[config.mk]
export PLATFORM = sky130hd
export DESIGN_NAME = vector_mem_unit_flat
export DESIGN_NICKNAME = d
export VERILOG_FILES = /design/src/rtl/vector_mem_unit_if.sv /design/src/rtl/vector_mem_unit.sv /design/src/flat_wrapper.sv
export SDC_FILE = /design/constraint.sdc
export NUM_CORES = 1
export LEC_CHECK = 0
export CORE_MARGIN = 2
export CORE_UTILIZATION = 54
export CTS_BUF_LIST = sky130_fd_sc_hd__clkbuf_4 sky130_fd_sc_hd__clkbuf_8 sky130_fd_sc_hd__clkbuf_16
export DETAILED_ROUTE_END_ITERATION = 10
export PLACE_DENSITY = 0.87
export RECOVER_POWER = 50
export SYNTH_ARGS = -nofsm -noshare
export SYNTH_HDL_FRONTEND = slang
export SYNTH_SLANG_ARGS = --single-unit
[constraint.sdc]
create_clock -name clk -period 22.4 [get_ports clk]
set_input_delay 4.48 -clock clk [delete_from_list [all_inputs] [get_ports clk]]
set_output_delay 4.48 -clock clk [all_outputs]
set_load 0.02 [all_outputs]
[src/rtl/vector_mem_unit_if.sv]
// Bundle of CPU-side control/data and scalar memory bus signals for vector_mem_unit.
// slave is the unit's view; master is the CPU plus memory environment driving it.
interface vector_mem_unit_if #(
  parameter int N     = 32,
  parameter int LANES = 4,
  parameter int V     = N * LANES
);
  logic             start;
  logic             we;
  logic             stride_mode;
  logic [LANES-1:0] lane_mask;
  logic [V-1:0]     addr_vec;
  logic [V-1:0]     data_vec;
  logic [V-1:0]     result_vec;
  logic             busy;
  logic             done;
  logic             mem_req;
  logic             mem_wen;
  logic             mem_ready;
  logic [N-1:0]     mem_addr;
  logic [N-1:0]     mem_wdata;
  logic [N-1:0]     mem_rdata;

  modport master (
    output start, we, stride_mode, lane_mask, addr_vec, data_vec, mem_rdata, mem_ready,
    input  result_vec, busy, done, mem_req, mem_wen, mem_addr, mem_wdata
  );

  modport slave (
    input  start, we, stride_mode, lane_mask, addr_vec, data_vec, mem_rdata, mem_ready,
    output result_vec, busy, done, mem_req, mem_wen, mem_addr, mem_wdata
  );
endinterface

[src/rtl/vector_mem_unit.sv]
// Vector load/store engine: serialises one masked vector memory instruction into
// per-lane scalar accesses (indexed or strided) and stalls the CPU until it finishes.
module vector_mem_unit #(
  parameter int N     = 32,
  parameter int LANES = 4,
  parameter int V     = N * LANES
) (
  input logic              clk,
  input logic              rst,
  vector_mem_unit_if.slave bus
);

  localparam int LW = $clog2(LANES);

  typedef enum logic [1:0] {IDLE, ACCESS, DONE} state_t;

  state_t           state;
  logic [LW-1:0]    lane;
  logic [LW-1:0]    first_lane;
  logic [LW-1:0]    next_lane;
  logic             has_first;
  logic             has_next;
  logic             we_reg;
  logic             stride_reg;
  logic [LANES-1:0] mask_reg;
  logic [V-1:0]     addr_reg;
  logic [V-1:0]     data_reg;
  logic [V-1:0]     result_reg;
  logic [N-1:0]     base;
  logic [N-1:0]     stride;
  logic [N-1:0]     lane_offset;
  logic [N-1:0]     lane_addr;

  // Lowest enabled lane of the incoming mask; descending scan lets the lowest index win.
  always_comb begin
    first_lane = '0;
    has_first  = 1'b0;
    for (int i = LANES - 1; i >= 0; i--) begin
      if (bus.lane_mask[i]) begin
        first_lane = LW'(i);
        has_first  = 1'b1;
      end
    end
  end

  always_comb begin
    next_lane = '0;
    has_next  = 1'b0;
    for (int i = LANES - 1; i >= 0; i--) begin
      if (mask_reg[i] && (i > int'(lane))) begin
        next_lane = LW'(i);
        has_next  = 1'b1;
      end
    end
  end

  // Strided offset uses the raw lane index, so skipped lanes still advance the address.
  assign base        = addr_reg[N-1:0];
  assign stride      = addr_reg[2*N-1:N];
  assign lane_offset = N'(lane) * stride;
  assign lane_addr   = stride_reg ? (base + lane_offset) : addr_reg[int'(lane)*N +: N];

  assign bus.busy       = (state != IDLE);
  assign bus.done       = (state == DONE);
  assign bus.mem_req    = (state == ACCESS);
  assign bus.mem_wen    = bus.mem_req & we_reg;
  assign bus.mem_addr   = bus.mem_req ? lane_addr : '0;
  assign bus.mem_wdata  = bus.mem_wen ? data_reg[int'(lane)*N +: N] : '0;
  assign bus.result_vec = result_reg;

  always_ff @(posedge clk or posedge rst) begin
    if (rst) begin
      state      <= IDLE;
      lane       <= '0;
      we_reg     <= 1'b0;
      stride_reg <= 1'b0;
      mask_reg   <= '0;
      addr_reg   <= '0;
      data_reg   <= '0;
      result_reg <= '0;
    end else begin
      case (state)
        IDLE: begin
          if (bus.start) begin
            we_reg     <= bus.we;
            stride_reg <= bus.stride_mode;
            mask_reg   <= bus.lane_mask;
            addr_reg   <= bus.addr_vec;
            data_reg   <= bus.data_vec;
            if (!bus.we) begin
              result_reg <= '0;
            end
            lane  <= first_lane;
            state <= has_first ? ACCESS : DONE;
          end
        end
        ACCESS: begin
          if (bus.mem_ready) begin
            if (!we_reg) begin
              result_reg[int'(lane)*N +: N] <= bus.mem_rdata;
            end
            if (has_next) begin
              lane <= next_lane;
            end else begin
              state <= DONE;
            end
          end
        end
        DONE:    state <= IDLE;
        default: state <= IDLE;
      endcase
    end
  end

endmodule

[src/flat_wrapper.sv]
// flat-port wrapper written by rule: the top's interface ports become plain ports
module vector_mem_unit_flat 
#(
  parameter int N     = 32,
  parameter int LANES = 4,
  parameter int V     = N * LANES
)
  (clk, rst, bus_start, bus_we, bus_stride_mode, bus_lane_mask, bus_addr_vec, bus_data_vec, bus_mem_rdata, bus_mem_ready, bus_result_vec, bus_busy, bus_done, bus_mem_req, bus_mem_wen, bus_mem_addr, bus_mem_wdata);
  vector_mem_unit_if #(.N(N), .LANES(LANES), .V(V)) bus_i ();
  input logic clk;
  input logic rst;
  input wire logic [$bits(bus_i.start)-1:0] bus_start;
  input wire logic [$bits(bus_i.we)-1:0] bus_we;
  input wire logic [$bits(bus_i.stride_mode)-1:0] bus_stride_mode;
  input wire logic [$bits(bus_i.lane_mask)-1:0] bus_lane_mask;
  input wire logic [$bits(bus_i.addr_vec)-1:0] bus_addr_vec;
  input wire logic [$bits(bus_i.data_vec)-1:0] bus_data_vec;
  input wire logic [$bits(bus_i.mem_rdata)-1:0] bus_mem_rdata;
  input wire logic [$bits(bus_i.mem_ready)-1:0] bus_mem_ready;
  output wire logic [$bits(bus_i.result_vec)-1:0] bus_result_vec;
  output wire logic [$bits(bus_i.busy)-1:0] bus_busy;
  output wire logic [$bits(bus_i.done)-1:0] bus_done;
  output wire logic [$bits(bus_i.mem_req)-1:0] bus_mem_req;
  output wire logic [$bits(bus_i.mem_wen)-1:0] bus_mem_wen;
  output wire logic [$bits(bus_i.mem_addr)-1:0] bus_mem_addr;
  output wire logic [$bits(bus_i.mem_wdata)-1:0] bus_mem_wdata;
  assign bus_i.start = bus_start;
  assign bus_i.we = bus_we;
  assign bus_i.stride_mode = bus_stride_mode;
  assign bus_i.lane_mask = bus_lane_mask;
  assign bus_i.addr_vec = bus_addr_vec;
  assign bus_i.data_vec = bus_data_vec;
  assign bus_i.mem_rdata = bus_mem_rdata;
  assign bus_i.mem_ready = bus_mem_ready;
  assign bus_result_vec = bus_i.result_vec;
  assign bus_busy = bus_i.busy;
  assign bus_done = bus_i.done;
  assign bus_mem_req = bus_i.mem_req;
  assign bus_mem_wen = bus_i.mem_wen;
  assign bus_mem_addr = bus_i.mem_addr;
  assign bus_mem_wdata = bus_i.mem_wdata;
  vector_mem_unit #(.N(N), .LANES(LANES), .V(V)) u_core (.clk(clk), .rst(rst), .bus(bus_i));
endmodule
Yosys cells after proc, flatten, opt, wreduce, memory -nomap -nowiden:

Cells that the tools add are included.

* logic and storage cells: 69
* output and inout bits: 196
* input port bits: 298
* register bits: 394

* shift operators: 4
* bitwise gates (word level): 1
* mux-type cells: 32
* $mul: 1
* add/subtract/negate cells: 2
* magnitude comparators: 3
* reduce and logical (&&, ||, !) cells: 10
* equality and inequality tests: 8

Operators with widths (count)
* 128-bit two-way mux: 4
* 128-bit one-hot mux with 2 select lines: 1
* 128-bit by 8-bit variable part select with 32-bit output: 2
* 128-bit bitwise mux: 1
* 32-bit by 33-bit variable shift with 128-bit output (first input constant): 1
* 32-bit by 33-bit variable part select with 128-bit output: 1
* 32-bit two-way mux: 3
* 7-bit negator with 33-bit output: 1
* 32-bit adder: 1
* 2-bit by 32-bit multiplier with 32-bit output: 1
* 2-bit two-way mux: 14
* 2-bit != test (second input constant): 6
* 2-bit one-hot mux with 2 select lines: 2
* 1-bit two-way mux: 7
* 5-bit AND reduction: 1
* 2-bit greater-than comparator (first input constant): 2
* 4-bit AND reduction: 1
* 2-bit nonzero test: 2
* 1-bit logical AND: 3
* 3-bit AND reduction: 1
* 2-bit by 1-bit == test with 1-bit output (second input constant): 1
* 2-bit == test (second input constant): 1
* 1-bit by 2-bit greater-than comparator with 1-bit output (first input constant): 1
* 2-bit logical NOT: 1
* 2 further kinds: 2

Longest topological paths before layout:

Gate-level depths: netlist (run 1).

* depth after elaboration: 8
* mapped depth: 17
* depth with buffers taken out: 13

Worst setup path after synthesis (run 1):

OpenSTA, ideal clock, no wires.

* path type: reg2out
* start point: register u_core.lane[0]
* end point: output port bus_mem_addr[25]
* path buffers: 4
* path slack: 13.371 ns
* data required time: 17.920 ns
* arrival time: 4.549 ns
* stages on the path, launching flop included: 18
* cells stage by stage: dfrtp_1 clkbuf_1 buf_2 clkbuf_1 clkbuf_1 nand2_1 fa_1 inv_1 ha_1 fa_1 a21oi_1 nand4b_1 a21oi_1 o21ai_1 a21oi_1 or2_1 or3_1 a21oi_1

* cells in the longest elaborated chain, start to end: 4
* elaborated cells on any way between the ends: 5
* those cells by class: add/sub (1); mul (1); shift (1); mux (2)

Ends and longest elaborated chain
* start, declared: line vector_mem_unit.sv:18 `logic [LW-1:0] lane;`
* start signal, assigned: line vector_mem_unit.sv:93 `lane <= first_lane;`
* start signal, assigned: line vector_mem_unit.sv:103 `lane <= next_lane;`
* 2-bit by 32-bit multiplier with 32-bit output: line vector_mem_unit.sv:60 `assign lane_offset = N'(lane) * stride;`
* 32-bit adder: line vector_mem_unit.sv:61 `assign lane_addr = stride_reg ? (base + lane_offset) : addr_reg[int'(lane)*N +: N];`
* 32-bit two-way mux (*): line vector_mem_unit.sv:61
* 32-bit two-way mux (*): line vector_mem_unit.sv:67 `assign bus.mem_addr = bus.mem_req ? lane_addr : '0;`
* end, declared: line flat_wrapper.sv:25 `output wire logic [$bits(bus_i.mem_addr)-1:0] bus_mem_addr;`

Mark *: on every way between the ends. The rest lies on a longest branch, timed or not.

Worst setup path in the final report (run 1):

Ends and elaborated chain as after synthesis.

==> results of run 1 <==
## final timing paths
check / end / slack, ns
worst max-delay path: bus_mem_addr[25] / 11.78
min in group asynchronous: u_core.data_reg[92]$_DFFE_PP0P_ / 6.15
max in group asynchronous: u_core.lane[1]$_DFFE_PP0P_ / 13.36
worst min register to register: u_core.bus.result_vec[57]$_DFFE_PP0P_ / 0.48
worst min-delay path: u_core.bus.result_vec[57]$_DFFE_PP0P_ / 0.48
worst max register to register: u_core.bus.result_vec[100]$_DFFE_PP0P_ / 16.97
## cells in the mapped netlist, types with 32 or more instances
master    count  area [um2]
dfrtp_1     393        9830
nand2_1     336        1260
mux2_2      230        2590
o21ai_0     141         706
inv_1       103         387
clkbuf_1     94         353
mux4_2       63        1420
a21oi_1      43         215
and3_1       38         238
ha_1         36         450
a22o_1       32         280
## stage by stage
step / setup WS (ns) / power (W)
final: 11.78 / 0.00408
after global placement: 12.44 / 0.00330
after floorplan: 6.99 / 0.00269
after global routing: 11.31 / 0.00434
after detailed placement: 12.38 / 0.00337
after CTS: 11.71 / 0.00409
## kinds of logic (layout without fill, tap and decap cells)
kind of cell / after synthesis / after routing
AOI/OAI and AO/OA: 284 / 284
xor gates and xnor gates: 23 / 23
adders and majority gates: 67 / 67
buffers and inverters: 212 / 686
DFF: 393 / 393
muxes: 305 / 305
other: 0 / 7
and+or+nand+nor: 457 / 457
## power breakdown
group | internal, W | total, W | switching [W]
Combinational | 0.00102 | 0.00218 | 0.00115
Sequential | 0.000986 | 0.00121 | 0.000227
Clock | 0.000404 | 0.000693 | 0.000288
## final cells by class
type,count,area share
Antenna cell,7,0.000664
Clock buffer,59,0.0463
Clock inverter,14,0.00541
Inverter,104,0.0148
Multi-Input combinational cell,1136,0.346
Sequential cell,393,0.373
Tap cell,468,0.0222
Timing Repair Buffer,509,0.192
## metal layers
layer / GRT usage / vias to the layer above
met2: 0.518 / 841
met4: 0.167 / 0
met1: 0.384 / 7846
met3: 0.0860 / 196
li1: - / 6925
met5: 0 / -
## worst reg2reg max path, cell delays in order, from the launching register on
cell and delay, ns:
dfrtp_1 0.43, nand2b_2 0.65, inv_2 0.95, nand2_1 0.17, and3_1 0.39, o21ai_4 0.10
clkbuf_1 1.97, o21ai_0 0.49
==> metrics.cfg, run 1 <==
[floorplanning]
start_util=0.543
die_y_um=195
row_count=70
die-area_um2=38100
core_um2=36300
pin_count=494
die_x_um=195

[yosys]
synthCells=1741
synth_compound_area_frac=0.0865
synthMuxAreaShare=0.210
synth_area_per_cell_um2=11.3
netlist_area_um2=19800
yosysSeqAreaShare=0.498
synthAdderAreaFrac=0.0542
synth_top_family_by_area=multiplexers
ys_warn_count=0
synthXorXnorAreaFrac=0.0102
synth_edf_count=0
yosys.area_share.simple=0.0984
async_flop_share=1.00
ys_seq_elements=393
synthFlopType=dfrtp_1
synth_cell_type_count=61
synth_fp_nets=2106

[route]
ant_nets=0
wire_per_inst_um=22.1
wl_met1_mm=21.7
first_iter_violations=1185
dr_wl_met3_mm=5.29
via_per_inst=5.88
route.top_layer_used=met4
firstDrtPassIters=7
met2_length_mm=29.1
drt-total-wl_mm=59.3
num_vias=15800
drc=0

[finish]
fin_cells=2690
utilization=0.726
drive_gt1_frac=0.180
design_area_um2=26400
fillerInstances=2335
register_area_um2=9840
fin_nets=2551
final_cell_mix=391 x dfrtp_1, 363 x clkdlybuf4s50_1, 336 x nand2_1, 230 x mux2_2, 141 x o21ai_0
area_delta_synth_final_pct=33.6
multi_input_area_um2=9130
final_common_cell=dfrtp_1

[clocking]
cts.sinks=393
root_buffer=clkbuf_16
cts_buffers=42
ctsResizeCount=0
htree_levels=2
cts_hold_buf=0
cts_setup_buffers=0
tritoncts=built
clk_latency_ns=0.57
clkTransAtPathRegs_ns=0.06
clockBufferDepth=3

[global_route]
grt_pass1_wl_mm=93.6
grt_usage=0.316
gr-total-overflow=0
antenna_found_initial=7
grt_max_degree=188
grt_pass1_vias=16800

[hold_path]
whs_path_depth=2
worstHoldStart=u_core.bus.result_vec[57]$_DFFE_PP0P_
holdCritPathClass=reg2reg

[critical_path]
cp_slowest_stage_delay_ns=0.94
path_class=reg2out
reg2reg_from=u_core.state[1]$_DFFE_PP0P_
crit_path_cell_trace=buf_4 > nand2_1 > fa_1 > inv_1 > ha_1 > a21o_1 > a21oi_1 > a21oi_1 > o21ai_1 > a21oi_1 > or2_1 > or3_1 > a21oi_1 > clkdlybuf4s50_1
path_common_cell=a21oi_1
reg2regPathDepth=7
cpLargestDelayFamily=buffers and inverters
path_depth=14
startpoint_type=register
crit_buf_inv=3
cpMaxStageDelayCell=dfrtp_4
required_ns=17.92
path_max_fanout=52
cp-startpoint=u_core.lane[0]$_DFFE_PP0P_
endpoint_kind=output pin
crit_arrival_ns=6.14

[timing]
relSlewSlack=-2.85
fin_worst_hold_slack_ns=0.479
fmax_ghz=0.0941
hold_violations=0
slew_violations=366
min_period_over_period=0.474
finalSetupViolCount=0
worstMarginPinSlew_ns=5.75
finalSetupTns_ns=0
fin_skew_ns=0.0246
post-route-min-period_ns=10.62
rsz0062_at_grt=false

[placed_design]
gp_congestion=0.974
place_area_um2=25000
placed_cells=2610
dp_hpwl_mm=41.0
numPortBuffers=493

[run_status]
violations=capacitance limit, slew limit
status=complete, but fails checks

[power_and_ir_drop]
peakVddDrop_uv=84.1
p_leak_nw=11.7
powerDensity_nw_per_um2=155

[flow_run]
drv_cap=5

(Power assumes the default switching activity.)
==> run 2: changes to the inputs <==
--- a/config.mk
+++ b/config.mk
@@ -6,10 +6,10 @@
 export NUM_CORES = 1
 export LEC_CHECK = 0
 export CORE_MARGIN = 2
-export CORE_UTILIZATION = 54
+export CORE_UTILIZATION = 45
 export CTS_BUF_LIST = sky130_fd_sc_hd__clkbuf_4 sky130_fd_sc_hd__clkbuf_8 sky130_fd_sc_hd__clkbuf_16
 export DETAILED_ROUTE_END_ITERATION = 10
-export PLACE_DENSITY = 0.87
+export PLACE_DENSITY = 0.77
 export RECOVER_POWER = 50
 export SYNTH_ARGS = -nofsm -noshare
 export SYNTH_HDL_FRONTEND = slang
==> constraint.sdc (replaced) <==
create_clock -name clk -period 9.5 [get_ports clk]
set_input_delay 1.9 -clock clk [delete_from_list [all_inputs] [get_ports clk]]
set_output_delay 1.9 -clock clk [all_outputs]
set_load 0.02 [all_outputs]
==> run 2 against run 1 <==
The flow still finishes with violations (capacitance limit, slew limit). Worst setup slack worse by 10 ns. Critical path type unchanged. Worst hold slack worse by 0.0058 ns. Sequential share of layout area is 0.43 points lower. Largest power group unchanged. First-iteration DRC count is 9.0% lower.
==> metrics.cfg, run 2 (same netlist as run 1, synthesis figures left out) <==
[run_status]
status=complete, but fails checks  ; unchanged
violations=capacitance limit, slew limit  ; unchanged

[timing]
finalSetupViolCount=0  ; unchanged
min_period_over_period=0.850
fmax_ghz=0.124
finalSetupTns_ns=0  ; unchanged
hold_violations=0  ; unchanged
post-route-min-period_ns=8.07
slew_violations=517  ; was 366
worstMarginPinSlew_ns=4.31  ; was 5.75 ns
fin_skew_ns=0.0208  ; was 0.0246 ns
fin_worst_hold_slack_ns=0.473  ; was 0.479 ns
rsz0062_at_grt=false  ; unchanged
relSlewSlack=-1.87  ; was -2.85

[clocking]
htree_levels=2  ; unchanged
cts.sinks=393  ; unchanged
tritoncts=built  ; unchanged
clkTransAtPathRegs_ns=0.06  ; about the same
cts_hold_buf=0  ; unchanged
cts_setup_buffers=0  ; unchanged
clockBufferDepth=3  ; unchanged
cts_buffers=43  ; was 42
clk_latency_ns=0.58  ; was 0.57 ns
ctsResizeCount=0  ; unchanged
root_buffer=clkbuf_16  ; unchanged

[route]
via_per_inst=5.45  ; was 5.88
drc=0  ; unchanged
wire_per_inst_um=21.1  ; was 22.1 um
ant_nets=0  ; unchanged
num_vias=15300  ; was 15800
drt-total-wl_mm=59.4  ; was 59.3 mm
first_iter_violations=1078  ; was 1185
firstDrtPassIters=8  ; was 7

[floorplanning]
die-area_um2=45600  ; was 38100 um2
core_um2=43200  ; was 36300 um2
die_y_um=214  ; was 195 um
pin_count=494  ; unchanged
row_count=76  ; was 70
start_util=0.458  ; was 0.543
die_x_um=214  ; was 195 um

[finish]
drive_gt1_frac=0.182  ; was 0.180
fin_nets=2555  ; was 2551
area_delta_synth_final_pct=35.1  ; was 33.6%
final_common_cell=dfrtp_1  ; unchanged
fillerInstances=3478  ; was 2335
final_cell_mix=391 x dfrtp_1, 372 x clkdlybuf4s50_1, 336 x nand2_1, 229 x mux2_2, 141 x o21ai_0  ; was 391 x dfrtp_1, 363 x clkdlybuf4s50_1, 336 x nand2_1, 230 x mux2_2, 141 x o21ai_0

[power_and_ir_drop]
powerDensity_nw_per_um2=369  ; was 155 nW/um2
p_leak_nw=11.8  ; was 11.7 nW
peakVddDrop_uv=189  ; was 84.1 uV

[global_route]
antenna_found_initial=5  ; was 7
grt_pass1_wl_mm=91.5  ; was 93.6 mm
gr-total-overflow=0  ; unchanged
grt_use_met3=0.0653  ; was 0.0860
grt_max_degree=179  ; was 188
busiest_layer=met2  ; unchanged
grt_util_met1=0.327  ; was 0.384
use_met2=0.440  ; was 0.518
grt_pass1_vias=16000  ; was 16800
grt_usage=0.261  ; was 0.316

[placed_design]
gp_congestion=0.991  ; was 0.974
dp_hpwl_mm=42.3  ; was 41.0 mm
numPortBuffers=493  ; unchanged

[critical_path]
path_class=reg2out  ; unchanged
startpoint_type=register  ; unchanged
crit_arrival_ns=6.17  ; was 6.14 ns
endpoint_kind=output pin  ; unchanged
path_max_fanout=73  ; was 52
required_ns=7.60  ; was 17.92 ns

[hold_path]
holdCritPathClass=reg2reg  ; unchanged

[flow_run]
drv_cap=6  ; was 5

==> run 2: cell types whose count changed in the layout (fill, tap and decap cells not counted), sizes merged <==
cell / previous run / this run
buf: 13 / 14
bufinv: 2 / 5
clkbuf: 62 / 66
clkdlybuf4s50: 363 / 372
clkinv: 10 / 9
clkinvlp: 1 / 2
diode: 7 / 5
dlygate4sd3: 130 / 121
==> run 2: layout make-up <==
class,count,area (um2),share of cell area
flip-flops and latches,393,9840,0.369
clock inverters,17,256,0.00961
diodes,5,12.5,0.000469
well taps,585,732,0.0274
inverters,104,392,0.0147
multi-input cells,1136,9120,0.342
repair buffers,512,5060,0.190
clock buffers,61,1280,0.0480
==> run 2: worst paths after layout <==
kind | startpoint | end | slack (ns) | cells after the start
worst max register to register | u_core.state[0]$_DFFE_PP0P_ | u_core.addr_reg[8]$_DFFE_PP0P_ | 4.80 | 4
max in group asynchronous | rst | u_core.bus.result_vec[110]$_DFFE_PP0P_ | 2.43 | 3
worst min register to register | u_core.bus.result_vec[41]$_DFFE_PP0P_ | u_core.bus.result_vec[41]$_DFFE_PP0P_ | 0.47 | 2
worst min-delay path | u_core.bus.result_vec[41]$_DFFE_PP0P_ | u_core.bus.result_vec[41]$_DFFE_PP0P_ | 0.47 | 2
min in group asynchronous | rst | u_core.addr_reg[101]$_DFFE_PP0P_ | 2.24 | 2
worst max-delay path | u_core.lane[1]$_DFFE_PP0P_ | bus_mem_addr[31] | 1.43 | 14
==> run 2: worst max-delay path, stage by stage, from the launching register on <==
cell	delay, ns
dfrtp_4	1.10
clkbuf_1	1.33
nand2_1	0.19
fa_1	0.58
inv_1	0.04
ha_1	0.36
a21oi_1	0.22
nor2b_1	0.07
o21ai_0	0.15
nand2b_1	0.07
a21oi_1	0.24
o2111ai_1	0.15
o311ai_0	0.19
o31a_1	0.19
clkdlybuf4s50_1	0.64
==> run 2: power breakdown <==
group	switching (W)	leakage [nW]	internal, W	total [W]
registers	0.000564	4.91	0.00233	0.00289
logic	0.00270	6.09	0.00248	0.00518
clock network	0.000714	0.767	0.00108	0.00180
total	0.00397	11.8	0.00589	0.00986
==> run 2: metrics by stage <==
stage / cell area (um2) / cells / setup slack (ns) / power, W / utilization
final: 26700 / 2813 / 1.43 / 0.00986 / 0.618
after global routing: 26700 / 2812 / 0.990 / 0.0105 / 0.618
after detailed placement: 25200 / 2730 / 2.50 / 0.00800 / 0.584
after floorplan: 19800 / 1741 / 2.31 / 0.00633 / -
after CTS: 26700 / 2808 / 1.83 / 0.00985 / 0.619
after global placement: 25200 / 2730 / 2.60 / 0.00786 / 0.584
==> run 2: per-layer routing <==
layer	vias to the layer above	part of all wire
met5	-	0
met4	0	0.035
met3	130	0.078
met2	587	0.49
met1	7673	0.39
li1	6944	-
